==> config.mk <==
export PLATFORM = sky130hd
export DESIGN_NAME = leftshift_seq
export DESIGN_NICKNAME = d
export VERILOG_FILES = /design/src/rtl/leftshift_pkg.sv /design/src/rtl/leftshift_stage.sv /design/src/rtl/mux_2_1.sv /design/src/rtl/leftshift_seq.sv
export SDC_FILE = /design/constraint.sdc
export NUM_CORES = 1
export LEC_CHECK = 0
export ABC_AREA = 1
export BUFFER_PORTS_ARGS = -buffer_cell sky130_fd_sc_hd__buf_2
export CELL_PAD_IN_SITES_DETAIL_PLACEMENT = 0
export CELL_PAD_IN_SITES_GLOBAL_PLACEMENT = 1
export CORE_ASPECT_RATIO = 1.2
export CORE_MARGIN = 2
export CORE_UTILIZATION = 43
export CTS_CLUSTER_SIZE = 25
export DETAILED_ROUTE_END_ITERATION = 10
export PLACE_DENSITY_LB_ADDON = 0.1
export SLEW_MARGIN = 20
export SYNTH_ARGS = -nofsm -noshare
export SYNTH_HDL_FRONTEND = slang
export SYNTH_SLANG_ARGS = --single-unit
==> constraint.sdc <==
create_clock -name clock -period 2.93 [get_ports clock]
set_input_delay 0.586 -clock clock [delete_from_list [all_inputs] [get_ports clock]]
set_output_delay 0.586 -clock clock [all_outputs]
set_load 0.05 [all_outputs]
==> src/rtl/leftshift_pkg.sv <==
// Shared constants and state encoding for the multi-cycle left shifter.
//   LS_WIDTH   : default operand/result width
//   LS_SHAMT_W : default shift-amount width (log2 of LS_WIDTH, one stage per bit)
//   state_t    : controller states IDLE / SHIFT / DONE
package leftshift_pkg;

  localparam int unsigned LS_WIDTH   = 32;
  localparam int unsigned LS_SHAMT_W = 5;

  typedef enum logic [1:0] {
    IDLE  = 2'd0,
    SHIFT = 2'd1,
    DONE  = 2'd2
  } state_t;

endpackage

==> src/rtl/leftshift_stage.sv <==
// One power-of-two stage of the left shifter (combinational).
//   en      : apply this stage (1) or pass number through (0)
//   k       : stage index; the stage moves the word by 2^k bits
//   rotate  : 1 = rotate-left (bits leaving the MSB wrap to bit 0), 0 = zero-fill shift
//   number  : input word
//   shifted : output word
// The per-bit enable uses mux_2_1 cells, same structure as the right-shift stage.
module leftshift_stage #(
  parameter int unsigned WIDTH   = 32,
  parameter int unsigned SHAMT_W = 5,
  parameter int unsigned KW      = (SHAMT_W > 1) ? $clog2(SHAMT_W) : 1
) (
  input  logic             en,
  input  logic [KW-1:0]    k,
  input  logic             rotate,
  input  logic [WIDTH-1:0] number,
  output logic [WIDTH-1:0] shifted
);

  localparam int unsigned AMT_W = SHAMT_W + 1;
  localparam logic [AMT_W-1:0] WIDTH_L = AMT_W'(WIDTH);

  logic [AMT_W-1:0] amt;
  logic [WIDTH-1:0] shl;
  logic [WIDTH-1:0] rol;
  logic [WIDTH-1:0] moved;

  always_comb begin
    amt   = AMT_W'(1) << k;
    shl   = number << amt;
    // amt never exceeds WIDTH/2, so the wrap-around term is always a real shift
    rol   = shl | (number >> (WIDTH_L - amt));
    moved = rotate ? rol : shl;
  end

  for (genvar i = 0; i < WIDTH; i++) begin : g_bit
    mux_2_1 u_mux (
      .a   (number[i]),
      .b   (moved[i]),
      .sel (en),
      .y   (shifted[i])
    );
  end

endmodule

==> src/rtl/mux_2_1.sv <==
// Single-bit 2:1 multiplexer cell shared by the shifter stages.
//   a   : selected when sel=0
//   b   : selected when sel=1
//   sel : select
//   y   : result
module mux_2_1 (
  input  logic a,
  input  logic b,
  input  logic sel,
  output logic y
);

  assign y = sel ? b : a;

endmodule

==> src/rtl/leftshift_seq.sv <==
// Multi-cycle logical left shifter: one power-of-two stage per cycle
// (2^(SHAMT_W-1) down to 1), fixed latency of SHAMT_W cycles from accept to done.
// Optional feature macro: LEFTSHIFT_ROTATE_EN -- when defined, a captured
// rotate=1 makes every stage a rotate-left; otherwise rotate is ignored.
//   clock   : clock, rising edge
//   reset_n : asynchronous active-low reset
//   start   : request pulse, accepted in IDLE or DONE
//   number  : operand, captured on accept
//   shamt   : shift amount, captured on accept
//   rotate  : rotate request, captured on accept
//   busy    : shift in progress
//   done    : one-cycle pulse when out is updated
//   out     : result, held until the next operation completes
module leftshift_seq
  import leftshift_pkg::*;
#(
  parameter int unsigned WIDTH   = LS_WIDTH,
  parameter int unsigned SHAMT_W = LS_SHAMT_W
) (
  input  logic               clock,
  input  logic               reset_n,
  input  logic               start,
  input  logic [WIDTH-1:0]   number,
  input  logic [SHAMT_W-1:0] shamt,
  input  logic               rotate,
  output logic               busy,
  output logic               done,
  output logic [WIDTH-1:0]   out
);

  localparam int unsigned KW = (SHAMT_W > 1) ? $clog2(SHAMT_W) : 1;
  localparam logic [KW-1:0] K_FIRST = KW'(SHAMT_W - 1);

`ifdef LEFTSHIFT_ROTATE_EN
  localparam logic ROT_EN = 1'b1;
`else
  localparam logic ROT_EN = 1'b0;
`endif

  state_t             state;
  logic [WIDTH-1:0]   work;
  logic [SHAMT_W-1:0] shamt_q;
  logic               rot_q;
  logic [KW-1:0]      k;
  logic [WIDTH-1:0]   stage_out;
  logic               rot_eff;
  logic               accept;

  assign rot_eff = rot_q & ROT_EN;
  assign accept  = start && (state == IDLE || state == DONE);
  assign busy    = (state == SHIFT);
  assign done    = (state == DONE);

  leftshift_stage #(
    .WIDTH   (WIDTH),
    .SHAMT_W (SHAMT_W),
    .KW      (KW)
  ) u_stage (
    .en      (shamt_q[k]),
    .k       (k),
    .rotate  (rot_eff),
    .number  (work),
    .shifted (stage_out)
  );

  always_ff @(posedge clock or negedge reset_n) begin
    if (!reset_n) begin
      state   <= IDLE;
      work    <= '0;
      shamt_q <= '0;
      rot_q   <= 1'b0;
      k       <= K_FIRST;
      out     <= '0;
    end else begin
      case (state)
        IDLE, DONE: begin
          if (accept) begin
            work    <= number;
            shamt_q <= shamt;
            rot_q   <= rotate;
            k       <= K_FIRST;
            state   <= SHIFT;
          end else begin
            state <= IDLE;
          end
        end
        SHIFT: begin
          work <= stage_out;
          if (k == '0) begin
            out   <= stage_out;
            state <= DONE;
          end else begin
            k <= k - 1'b1;
          end
        end
        default: state <= IDLE;
      endcase
    end
  end

endmodule

==> impl_metrics.csv, run 1 <==
group,metric,value,unit
timing,slew_headroom,36.7,%
timing,fmax,406,MHz
clock_network,clock_sink_count,74,
critical_path,startpoint_type,"flop",
global_route,global_route.usage.met1,36.9,%
critical_path,regToRegStartpoint,"k[1]",
timing,timing.final.setup_violations,0,
critical_path,worst_r2r_path_depth,14,
critical_path,crit_fanout,17,
detailed_routing,routed_wirelength,17600,microns
clock_network,cts-root-buf,"sky130_fd_sc_hd__clkbuf_16",
yosys,syn_area,5170,sq um
detailed_routing,detail-route-antenna-nets,0,
yosys,synth_sequential_area_ratio,35.8,%
cells_and_area,final_common_cell,"sky130_fd_sc_hd__nand2_1",
place,dp_hpwl,12800,microns
job,max-cap-violations,0,
timing,skew,9.55,ps
detailed_routing,detailedRoute.firstPassIterationCount,5,
global_route,grt_antenna_before_repair,0,
timing,hold_viol_final,0,
critical_path,most_prevalent_standard_cell_on_the_critical_path,"sky130_fd_sc_hd__nand2_1",
place,finalWeightedCongestion,0.929,
global_route,grt.total_usage,28.5,%
yosys,synth_seq_cells,74,
yosys,post_synth_main_area_contributors,"sky130_fd_sc_hd__dfrtp_1, sky130_fd_sc_hd__nand2_1, sky130_fd_sc_hd__nand3_1",
critical_path,r2r_end,"out[28]",
floorplan,fp.dieW,104,microns
critical_path,critPathMaxStageDelay,410,ps
clock_network,hold_buffers,0,
global_route,first_pass_grt_wire_length,28300,microns
global_route,global_routing_met3_resource_utilization,3.82,%
global_route,largest_net_degree_at_the_start_of_global_routing,75,
critical_path,path_cells,"inv_1, ha_1, nand2_1, inv_2, buf_4, nand3_1, nand3_1, nand2_1, nor2_1, nor2_1, nand2_1, nand2_1, nand2_1, nand2_1",
floorplan,core.rowCount,43,
power_and_ir_drop,power.leakage,0.00336,uW
min_path,worst_hold_path_type,"input port to async pin",
clock_network,post-cts-setup-buffers,0,
yosys,synth_cell_types,25,
timing,tightest_slew,950,ps
timing,grt_setup_unrepaired,"false",
critical_path,ws_path_type,"flop to flop",
cells_and_area,area_growth,16.5,%
yosys,synthesis.nets,884,
cells_and_area,final_layout_size_suffix_gt1_share,13.7,%
yosys,yosysTopAreaCellShare,35.3,%
critical_path,worst-endpoint-required,3170,ps
cells_and_area,utilization,51.8,%
critical_path,arrival,2710,ps
clock_network,tritoncts,"yes",
critical_path,worst-r2r-setup-slack,460,ps
clock_network,clock_tree.htree_level_count,3,
cells_and_area,antennaDiodeCount,0,
clock_network,cts_made_buffers,9,
timing,fin_setup_tns,0,ps
clock_network,clk_latency,350,ps
critical_path,cp_slowest_cell,"sky130_fd_sc_hd__dfrtp_1",
floorplan,fp.dieArea,12900,sq um
floorplan,io_pins,75,
critical_path,crit_path_end_kind,"flop",
yosys,synth_largest_area_cell,"sky130_fd_sc_hd__dfrtp_1",
timing,final.min_clock_period,2470,ps
yosys,syn_avg_cell_area,6.17,sq um
detailed_routing,avgRoutedWirePerCell,16.6,microns
clock_network,post_cts_resized,0,
power_and_ir_drop,maximum_vdd_drop,786,uV
detailed_routing,drc,0,
detailed_routing,post_drt_via_cell_ratio,5.28,
cells_and_area,finalInstanceArea,6020,sq um
clock_network,clock_tree.buffer_depth,2,
critical_path,timing.critical_path.depth,14,
place,placedInstanceArea,5720,sq um
clock_network,clkSlewWorstSetupHoldPaths,60,ps
power_and_ir_drop,power_per_cell_area,1430,nW/um^2
global_route,grt.met2_usage,48.5,%
yosys,yosysWarningCount,0,
detailed_routing,drt_first_iter_violations,378,
place,dp_cells,1048,
floorplan,start_util,44.5,%
global_route,total_grt_overflow,0,
cells_and_area,most-common-layout-cells,"sky130_fd_sc_hd__nand2_1, sky130_fd_sc_hd__nand3_1, sky130_fd_sc_hd__dfrtp_1",
outcome,status,"complete, no violations",
cells_and_area,nets_finish,948,
global_route,grt_pass1_vias,5282,
timing,period_share,84.2,%
floorplan,fp.dieH,124,microns
critical_path,worst-path-buf-inv,3,
floorplan,placeableCoreArea,11600,sq um
critical_path,worst_path_dominant_cell_family,"simple AND/OR/NAND/NOR gates",
global_route,grt.busiest_layer,"met2",
yosys,postSynthCellCount,838,
cells_and_area,post_layout_nonfiller_instances,1064,
cells_and_area,fill_cells,1270,
timing,finalMaxSlewViolations,0,
place,buffer_ports.inserted,73,
detailed_routing,vias,5619,
-- cells by family after synthesis --
group | share of synthesized area [%]
adders and majority gates | 1.21
AOI/OAI and AO/OA | 7.36
buffers and inverters | 9.48
DFF | 35.8
and+or+nand+nor | 46.1
-- worst reg2reg max path, stage by stage (launching register included) --
cell and delay, ps:
sky130_fd_sc_hd__dfrtp_1 410, sky130_fd_sc_hd__inv_1 170, sky130_fd_sc_hd__ha_1 260, sky130_fd_sc_hd__nand2_1 100, sky130_fd_sc_hd__inv_2 290, sky130_fd_sc_hd__buf_4 300
sky130_fd_sc_hd__nand3_1 140, sky130_fd_sc_hd__nand3_1 130, sky130_fd_sc_hd__nand2_1 70, sky130_fd_sc_hd__nor2_1 90, sky130_fd_sc_hd__nor2_1 50, sky130_fd_sc_hd__nand2_1 130
sky130_fd_sc_hd__nand2_1 100, sky130_fd_sc_hd__nand2_1 70, sky130_fd_sc_hd__nand2_1 50
-- registers in the layout, indices dropped and copies added, names as in the netlist --
register and flops:
k 3, state 2, out 32, shamt_q 5, work 32
-- worst max-delay path by stage --
stage | start | endpoint | slack, ps
2_1_floorplan | k[1] | work[30] | 940
3_3_place_gp | k[1] | out[28] | 500
3_5_place_dp | k[1] | out[28] | 480
4_1_cts | k[1] | out[28] | 480
5_1_grt | k[0] | work[11] | 240
6_report | k[1] | out[28] | 460
-- per-stage QoR --
stage	hold slack, ps	setup slack, ps	power (uW)
6_report	365	464	8640
3_5_place_dp	460	484	7480
2_1_floorplan	290	941	5890
5_1_grt	461	241	9430
3_3_place_gp	457	502	7410
4_1_cts	426	478	8660
-- cell type report --
| cell class | instances | area, sq um | area share, % |
|---|---|---|---|
| clock inverter | 4 | 50.0 | 0.831 |
| timing repair buffer | 97 | 561 | 9.30 |
| sequential | 74 | 1850 | 30.8 |
| inverter | 74 | 278 | 4.61 |
| clock buffer | 12 | 256 | 4.26 |
| multi-input combinational | 646 | 2830 | 47.0 |
| tap | 157 | 196 | 3.26 |
-- power by group --
group,internal (uW),switching (uW)
logic,1650,4030
registers,1500,301
clock network,704,447
total,3860,4780
-- per-layer routing --
layer  vias up  share of wire [%]
li1       2802                  -
met1      2609                 45
met2       176                 48
met3        32                4.7
met4         0                2.6
met5         -                  0
-- cell usage after synthesis (all sizes together) --
master / n
a22o: 6
buf: 22
clkbuf: 22
clkinv: 1
dfrtp: 73
dfstp: 1
ha: 5
inv: 73
nand2: 397
nand3: 151
nand4: 10
nor2: 15
nor3: 1
o211ai: 5
o21ai: 51
o22ai: 5
No activity file was read; power rests on OpenSTA's default activity.
==> run 2, diff against run 1 <==
- CORE_UTILIZATION: 43 -> 36
- clock period: 2.93 -> 2.2 ns (I/O delays scaled with it)
==> impl_metrics.csv, run 2 (synthesis gave the netlist of run 1 again) <==
group,metric,value,unit
global_route,largest_net_degree_at_the_start_of_global_routing,41,
outcome,status,"complete, no violations",
clock_network,clkSlewWorstSetupHoldPaths,60,ps
timing,hold_viol_final,0,
cells_and_area,final_common_cell,"sky130_fd_sc_hd__nand2_1",
critical_path,startpoint_type,"flop",
timing,fin_worst_hold_slack,39.9,ps
critical_path,ws_path_type,"flop to flop",
clock_network,hold_buffers,0,
detailed_routing,detailedRoute.firstPassIterationCount,4,
timing,fmax,472,MHz
critical_path,crit_fanout,32,
clock_network,clock_tree.buffer_depth,2,
clock_network,cts_made_buffers,9,
cells_and_area,fill_cells,1579,
floorplan,io_pins,75,
timing,finalMaxSlewViolations,0,
detailed_routing,detail-route-antenna-nets,0,
floorplan,fp.dieW,113,microns
critical_path,arrival,2410,ps
min_path,worst_hold_path_type,"input port to async pin",
place,finalWeightedCongestion,0.882,
global_route,grt_antenna_before_repair,0,
detailed_routing,drc,0,
floorplan,fp.dieH,135,microns
power_and_ir_drop,power_per_cell_area,1900,nW/um^2
cells_and_area,antennaDiodeCount,0,
cells_and_area,largest_registers,"out (32), work (32), shamt_q (5)",
clock_network,cts-root-buf,"sky130_fd_sc_hd__clkbuf_16",
timing,tightest_slew,493,ps
timing,period_share,96.2,%
clock_network,tritoncts,"yes",
cells_and_area,final_layout_size_suffix_gt1_share,19.1,%
clock_network,clock_sink_count,74,
clock_network,clock_tree.htree_level_count,3,
global_route,grt_pass1_vias,5467,
timing,final.min_clock_period,2120,ps
clock_network,clk_latency,350,ps
global_route,first_pass_grt_wire_length,29300,microns
detailed_routing,drt_first_iter_violations,379,
critical_path,crit_path_end_kind,"flop",
floorplan,start_util,36.3,%
global_route,grt.total_usage,24.8,%
cells_and_area,area_growth,24.5,%
power_and_ir_drop,power.leakage,0.00353,uW
place,dp_hpwl,14400,microns
timing,slew_headroom,67.1,%
floorplan,placeableCoreArea,14200,sq um
floorplan,core.rowCount,48,
global_route,total_grt_overflow,0,
power_and_ir_drop,maximum_vdd_drop,800,uV
detailed_routing,routed_wirelength,18600,microns
timing,grt_setup_unrepaired,"true",
cells_and_area,most-common-layout-cells,"sky130_fd_sc_hd__nand2_1, sky130_fd_sc_hd__nand3_1, sky130_fd_sc_hd__buf_2, sky130_fd_sc_hd__dfrtp_1, sky130_fd_sc_hd__inv_1",
place,dp_cells,1089,
timing,skew,11.3,ps
place,buffer_ports.inserted,73,
floorplan,fp.dieArea,15300,sq um
timing,timing.final.setup_violations,0,
detailed_routing,vias,5687,
job,max-cap-violations,0,
cells_and_area,post_layout_nonfiller_instances,1108,
critical_path,worst-endpoint-required,2490,ps
detailed_routing,avgRoutedWirePerCell,16.8,microns
cells_and_area,nets_finish,974,
detailed_routing,post_drt_via_cell_ratio,5.13,
-- run 2: critical path, cell delays in order (launching register included) --
cell and delay (ps):
sky130_fd_sc_hd__dfstp_2 640, sky130_fd_sc_hd__inv_4 80, sky130_fd_sc_hd__nand2_2 120, sky130_fd_sc_hd__bufinv_16 240
sky130_fd_sc_hd__o21ai_1 250, sky130_fd_sc_hd__nand2_2 120, sky130_fd_sc_hd__nand2_1 90, sky130_fd_sc_hd__nand4_1 220
sky130_fd_sc_hd__nand2_1 170, sky130_fd_sc_hd__nand2_1 60, sky130_fd_sc_hd__nand2_1 60
-- run 2: per-layer routing --
layer,vias to the layer above,part of all wire [%],GRT usage (%)
li1,2854,-,-
met1,2656,45,32.7
met2,147,49,41.4
met3,30,3.7,3.13
met4,0,2.7,10.1
met5,-,0,0
-- run 2: through the flow --
stage	cell area [sq um]	total power, uW	setup slack [ps]	setup TNS, ps	util [%]
finish	6440	12200	83.0	0	45.2
global route	6440	13400	-54.5	-480	45.2
CTS	6220	11900	-9.11	-17.9	43.7
detailed placement	5940	10400	-48.2	-390	41.7
global placement	5940	10300	-54.5	-244	41.7
floorplan	5170	7850	211	0	-
-- run 2: worst paths after layout --
check	start	end	slack, ps	cells past startpoint
max in group asynchronous	reset_n	k[2]	1500	2
hold reg to reg	out[11]	out[11]	470	2
min in group clock	shamt[4]	shamt_q[4]	290	3
hold / removal	reset_n	out[12]	40	1
setup reg to reg	k[2]	out[20]	80	10
setup / recovery	k[2]	out[20]	80	10
-- run 2: layout make-up --
class | instances | area [sq um] | area share, %
multi-input combinational | 646 | 2950 | 45.8
sequential | 74 | 1850 | 28.8
timing repair buffer | 123 | 830 | 12.9
inverter | 74 | 307 | 4.76
clock buffer | 11 | 243 | 3.77
tap | 175 | 219 | 3.40
clock inverter | 5 | 37.5 | 0.583
-- run 2: power breakdown --
| part | total, uW | leakage (uW) | switching, uW | internal (uW) |
|---|---|---|---|---|
| registers | 2400 | 0.000928 | 398 | 2010 |
| logic | 8390 | 0.00247 | 5690 | 2710 |
| clock network | 1410 | 0.000132 | 615 | 799 |
| total | 12200 | 0.00353 | 6700 | 5510 |
-- run 2: timing repair --
action / in CTS / in global routing
endpoints found under the setup margin: 21 / 52
pin swaps: 0 / 8
resized for setup: 2 / 43
setup buffers: 0 / 2
gates cloned: 0 / 1
